===== src/rtl/mem_access_unit.sv =====
// Load/store unit for the MEM stage: launches one data-memory request per
// access, stalls the pipeline until the memory acknowledges, and returns
// sign/zero-extended load data in the cycle after the acknowledge.
module mem_access_unit (
  input  logic        clk_i,
  input  logic        rst_i,
  input  logic        mem_read_i,
  input  logic        mem_write_i,
  input  logic [2:0]  funct3_i,
  input  logic [31:0] alu_out_i,
  input  logic [31:0] rs2_i,
  output logic        dmem_req_o,
  output logic        dmem_we_o,
  output logic [31:0] dmem_addr_o,
  output logic [31:0] dmem_wdata_o,
  output logic [3:0]  dmem_wstrb_o,
  input  logic        dmem_ack_i,
  input  logic [31:0] dmem_rdata_i,
  output logic        busywait_o,
  output logic [31:0] rd_data_o,
  output logic        access_err_o
);

  typedef enum logic [1:0] {S_IDLE, S_WAIT, S_DONE} state_t;

  state_t      r_state;
  state_t      w_state_next;
  logic        w_busy;
  logic        w_access;
  logic        w_err;
  logic        w_start;
  logic [3:0]  w_strb;
  logic [31:0] w_wdata;
  logic [31:0] w_rd_data;
  logic [7:0]  w_byte;
  logic [15:0] w_half;

  logic        r_req;
  logic        r_we;
  logic [3:0]  r_wstrb;
  logic [31:0] r_addr;
  logic [31:0] r_wdata;
  logic [31:0] r_load_data;
  logic [2:0]  r_f3;
  logic [1:0]  r_off;
  logic        r_is_load;

  // A read and write together is handled as a write (mem_write_i wins below).
  assign w_access = mem_read_i | mem_write_i;

  // Decode illegal sizes and misalignment; raised only for a real access.
  always_comb begin
    w_err = 1'b0;
    if (w_access) begin
      case (funct3_i)
        3'b011, 3'b110, 3'b111: w_err = 1'b1;
        3'b001, 3'b101:         w_err = alu_out_i[0];
        3'b010:                 w_err = (alu_out_i[1:0] != 2'b00);
        default:                w_err = 1'b0;
      endcase
    end
  end

  assign w_start = w_access & ~w_err;

  // Store lane strobes and lane-replicated store data.
  always_comb begin
    w_strb  = 4'b0000;
    w_wdata = rs2_i;
    case (funct3_i[1:0])
      2'b00: begin
        w_strb  = 4'b0001 << alu_out_i[1:0];
        w_wdata = {4{rs2_i[7:0]}};
      end
      2'b01: begin
        w_strb  = 4'b0011 << {alu_out_i[1], 1'b0};
        w_wdata = {2{rs2_i[15:0]}};
      end
      default: begin
        w_strb  = 4'b1111;
        w_wdata = rs2_i;
      end
    endcase
  end

  // FSM state register.
  always_ff @(posedge clk_i) begin
    if (rst_i) r_state <= S_IDLE;
    else       r_state <= w_state_next;
  end

  // Next-state and stall decode; stall is forced low during reset.
  always_comb begin
    w_state_next = r_state;
    w_busy       = 1'b0;
    case (r_state)
      S_IDLE: begin
        if (w_start) begin
          w_busy       = 1'b1;
          w_state_next = S_WAIT;
        end
      end
      S_WAIT: begin
        w_busy = 1'b1;
        if (dmem_ack_i) w_state_next = S_DONE;
      end
      S_DONE:  w_state_next = S_IDLE;
      default: w_state_next = S_IDLE;
    endcase
    if (rst_i) w_busy = 1'b0;
  end

  // Request launch, hold and completion; load data captured only on ack in WAIT.
  always_ff @(posedge clk_i) begin
    if (rst_i) begin
      r_req       <= 1'b0;
      r_we        <= 1'b0;
      r_wstrb     <= 4'b0000;
      r_addr      <= 32'h0;
      r_wdata     <= 32'h0;
      r_load_data <= 32'h0;
      r_f3        <= 3'b000;
      r_off       <= 2'b00;
      r_is_load   <= 1'b0;
    end else if (r_state == S_IDLE && w_start) begin
      r_req     <= 1'b1;
      r_we      <= mem_write_i;
      r_wstrb   <= mem_write_i ? w_strb : 4'b0000;
      r_addr    <= {alu_out_i[31:2], 2'b00};
      r_wdata   <= w_wdata;
      r_f3      <= funct3_i;
      r_off     <= alu_out_i[1:0];
      r_is_load <= ~mem_write_i;
    end else if (r_state == S_WAIT && dmem_ack_i) begin
      r_req       <= 1'b0;
      r_we        <= 1'b0;
      r_wstrb     <= 4'b0000;
      r_load_data <= dmem_rdata_i;
    end
  end

  assign w_byte = r_load_data[{r_off, 3'b000} +: 8];
  assign w_half = r_off[1] ? r_load_data[31:16] : r_load_data[15:0];

  // Load formatting, presented only in DONE and only for loads.
  always_comb begin
    w_rd_data = 32'h0;
    if (r_state == S_DONE && r_is_load) begin
      case (r_f3)
        3'b000:  w_rd_data = {{24{w_byte[7]}}, w_byte};
        3'b001:  w_rd_data = {{16{w_half[15]}}, w_half};
        3'b100:  w_rd_data = {24'h0, w_byte};
        3'b101:  w_rd_data = {16'h0, w_half};
        default: w_rd_data = r_load_data;
      endcase
    end
  end

  assign dmem_req_o   = r_req;
  assign dmem_we_o    = r_we;
  assign dmem_addr_o  = r_addr;
  assign dmem_wdata_o = r_wdata;
  assign dmem_wstrb_o = r_wstrb;
  assign busywait_o   = w_busy;
  assign rd_data_o    = w_rd_data;
  assign access_err_o = w_err;

endmodule


===== config.mk =====
export PLATFORM = sky130hd
export DESIGN_NAME = mem_access_unit
export DESIGN_NICKNAME = d
export VERILOG_FILES = /design/src/rtl/mem_access_unit.sv
export SDC_FILE = /design/constraint.sdc
export NUM_CORES = 1
export LEC_CHECK = 0
export BUFFER_PORTS_ARGS = -buffer_cell sky130_fd_sc_hd__buf_2
export CORE_MARGIN = 3
export CORE_UTILIZATION = 41
export CTS_CLUSTER_SIZE = 14
export DETAILED_ROUTE_END_ITERATION = 8
export HOLD_SLACK_MARGIN = 0.02
export PLACE_DENSITY = 0.66
export RECOVER_POWER = 100
export SYNTH_ARGS = -nofsm -noshare
export SYNTH_HDL_FRONTEND = slang
export SYNTH_SLANG_ARGS = --single-unit

===== constraint.sdc =====
create_clock -name clk_i -period 1.8 [get_ports clk_i]
set_input_delay 0.18 -clock clk_i [delete_from_list [all_inputs] [get_ports clk_i]]
set_output_delay 0.18 -clock clk_i [all_outputs]
set_load 0.02 [all_outputs]

==> impl_metrics.py <==
metrics = {
    "outcome": {
        "outcome": "finished with violations",
        "violations": "negative setup slack",
    },
    "timing": {
        "fin_crit_sh_pct": 116.9,
        "setup_viol": 30,
        "skew_ns": 0.004141,
        "timing.fmax_ghz": 0.4753,
        "finalWorstSetupSlack_ns": -0.3039,
        "slew_headroom_pct": 41.70,
        "tightest_slew_ns": 0.8745,
        "fin_crit_ns": 2.104,
        "hold_violations": 0,
        "rsz0062_at_grt": "yes",
        "finalMaxSlewViolations": 0,
        "holdWs_ns": 0.07071,
    },
    "logic_synthesis": {
        "avgSynthCellArea_um2": 7.615,
        "ys_types": 34,
        "yosys_warnings": 0,
        "synth_area_mm2": 0.004935,
        "synth_cells": 648,
        "synth-seq-area-share_pct": 43.81,
        "synth.ff_latch_count": 108,
    },
    "finish": {
        "n_antenna_cell": 0,
        "layout.nets": 951,
        "drive_gt1_share_pct": 27.48,
        "design_area_mm2": 0.006671,
        "fin_cells": 991,
        "syn2layout_area_growth_pct": 35.19,
    },
    "critical_path": {
        "cpLargestDelayFamily": "multiplexers",
        "reg2reg_slack_ns": 0.10,
        "rr_worst_depth": 6,
        "crit_chain": "buf_8 > mux2_4 > mux2_2 > mux2i_1 > nor2_1 > buf_4",
        "path_class": "reg2out",
        "arrival_ns": 1.92,
        "cp_data_required_time_ns": 1.62,
        "slowest_delay_ns": 0.42,
        "critPathCaptureType": "primary output",
        "crit_path_start_kind": "register",
        "path_max_fanout": 7,
        "slowest_stage": "dfxtp_4",
        "cp.buffers_inverters": 2,
        "rr_startpoint": "r_state[0]$_SDFFE_PP0P_",
        "rr_endpoint": "dmem_wdata_o[10]$_SDFFE_PP0P_",
    },
    "clock_tree": {
        "insertion_delay_ns": 0.34,
        "cts_tree": "done",
        "clock_sinks": 108,
        "cts.clk_slew.worst_paths_ns": 0.07,
        "cts_hold_buf": 0,
        "cts_made_buffers": 9,
        "cts_buffer_depth": 2,
        "htree_levels": 3,
        "cts_root_buffer": "clkbuf_16",
    },
    "routing": {
        "vias": 5227,
        "firstDrtPassIters": 5,
        "ant_nets": 0,
        "drtIter0Drc": 331,
        "viasPerCell": 5.274,
        "route.detailed.drc": 0,
        "avgRoutedWirePerCell_um": 16.28,
        "finalWirelength_um": 16130,
    },
    "placed_design": {
        "dpl_worst_slack_ns": -0.02241,
        "gp_congestion": 0.9839,
        "post-dp-hpwl_um": 11400,
        "port_buffers": 205,
        "place_area_mm2": 0.006140,
        "placedCellCount": 971,
    },
    "die": {
        "dieArea_mm2": 0.01339,
        "io-pin-count": 208,
        "die_x_um": 115.7,
        "fp-row-count": 39,
        "start_util_pct": 42.49,
        "chipHeight_um": 115.7,
        "coreArea_mm2": 0.01161,
    },
    "global_routing": {
        "grt_antenna_before_repair": 0,
        "grt_max_degree": 51,
        "grt_pass1_wl_um": 25000,
        "track_usage_pct": 23.66,
        "grt.overflow.total": 0,
        "grt_pass1_vias": 5124,
    },
    "pwr": {
        "power_density_mw_per_mm2": 811.0,
        "power_mw": 5.411,
        "ir_worst_vdd_uv": 531.9,
        "p_leak_nw": 2.742,
    },
    "hold_path": {
        "worstHoldStart": "dmem_rdata_i[16]",
        "holdPathStages": 3,
        "min_path_type": "in2reg",
        "holdPathEnd": "r_load_data[16]$_SDFFE_PP0P_",
    },
    "flow_run": {
        "maxCapViolations": 0,
    },
}
## Yosys cell counts (all sizes together)
cell type / n / area, um^2
or3b: 1 / 8.760
nor3: 5 / 25.02
a221oi: 7 / 61.31
nor4: 1 / 21.27
nand3: 6 / 30.03
o32ai: 2 / 17.52
a22oi: 1 / 7.510
a21oi: 91 / 459.2
o221ai: 1 / 15.01
o21ai: 30 / 150.1
nand3b: 2 / 15.01
clkbuf: 34 / 127.6
nor2b: 2 / 12.51
a211oi: 9 / 67.56
inv: 12 / 45.04
dfxtp: 108 / 2162
o221a: 1 / 11.26
o22ai: 2 / 12.51
a311oi: 8 / 120.1
and3b: 1 / 8.760
nor2: 34 / 127.6
nand2: 227 / 852.1
conb: 1 / 3.750
a21boi: 1 / 7.510
buf: 18 / 131.4
mux2i: 24 / 240.2
nand2b: 3 / 18.77
or2: 1 / 6.260
mux2: 15 / 168.9
## kinds of logic after synthesis
logic type	synth area share, %
flip-flops	43.81
multiplexers	8.291
AND/OR/NAND/NOR	22.82
AO/OA/AOI/OAI	18.84
other	0.07599
buffers and inverters	6.161
## worst reg2reg max path, cell delays in order, from the launching register on
cell	delay, ns
dfxtp_1	0.32
clkbuf_4	0.13
nor2_1	0.20
o221a_4	0.26
buf_6	0.33
nor2_1	0.13
a311oi_2	0.25
## stage by stage
step	util [%]	setup TNS [ns]
after global routing	57.44	-7.957
after detailed placement	52.87	-0.05385
after floorplan	-	-0.1150
final	57.44	-5.737
after global placement	52.87	0
after CTS	57.78	-5.337
## cell usage in the layout, fill, tap and decap left out, types with 3 or more instances in the layout
cell type	count
mux2_4	8
o21ai_0	26
nand3_1	6
a311oi_2	8
dfxtp_1	104
clkbuf_4	3
nor2_1	34
mux2i_1	22
buf_6	15
nand2_1	227
buf_4	41
a221oi_2	7
a21oi_1	88
a211oi_1	9
buf_2	104
clkbuf_16	9
clkbuf_1	71
clkbuf_2	3
inv_1	11
mux2_2	7
## layout make-up
| class | instances | area, um^2 |
|---|---|---|
| Clock buffer | 12 | 246.5 |
| Fill cell | 1120 | 4942 |
| Inverter | 12 | 45.04 |
| Multi-Input combinational cell | 477 | 2653 |
| Sequential cell | 108 | 2172 |
| Tap cell | 143 | 178.9 |
| Timing Repair Buffer | 239 | 1376 |
## flip-flops by register name (all words and copies together) (netlist names), 2 cells and up
name / cells
dmem_wdata_o: 32
dmem_wstrb_o: 4
dmem_addr_o: 30
r_state: 2
r_load_data: 32
r_f3: 3
r_off: 2
## how the worst max path moves through the flow
stage	start	slack, ns	endpoint	cells past startpoint
final	r_off[1]$_SDFFE_PP0P_	-0.30	rd_data_o[3]	6
after floorplan	r_off[1]$_SDFFE_PP0P_	-0.03	rd_data_o[14]	4
after CTS	r_off[1]$_SDFFE_PP0P_	-0.23	rd_data_o[1]	6
after detailed placement	r_off[0]$_SDFFE_PP0P_	-0.02	rd_data_o[8]	5
after global placement	r_off[1]$_SDFFE_PP0P_	0.06	rd_data_o[4]	6
after global routing	r_off[1]$_SDFFE_PP0P_	-0.35	rd_data_o[3]	6
## power by group
part	switching [mW]	leakage, nW	internal (mW)
Sequential	0.0981	0.884	2.53
Combinational	0.643	1.74	0.374
Clock	0.815	0.120	0.948
Total	1.56	2.74	3.85
## metal layers
metal | global-route usage [%] | vias to the layer above | share of wire [%] | routed length (um)
met3 | 6.527 | 34 | 7.7 | 1236
met5 | 0 | - | 0 | 0
met4 | 9.049 | 0 | 2.4 | 383
li1 | - | 2545 | - | -
met1 | 28.05 | 2434 | 41 | 6539
met2 | 40.86 | 214 | 49 | 7974
## what timing repair did
| action | in CTS | in global routing |
|---|---|---|
| gates resized for setup | 79 | 22 |
| cloned | 3 | 0 |
| endpoints found under the hold margin | 0 | 0 |
| pin swaps | 5 | 3 |
| setup endpoints to repair | 32 | 33 |
| buffers inserted | 1 | 4 |
Power figures use the tool's default switching activity.
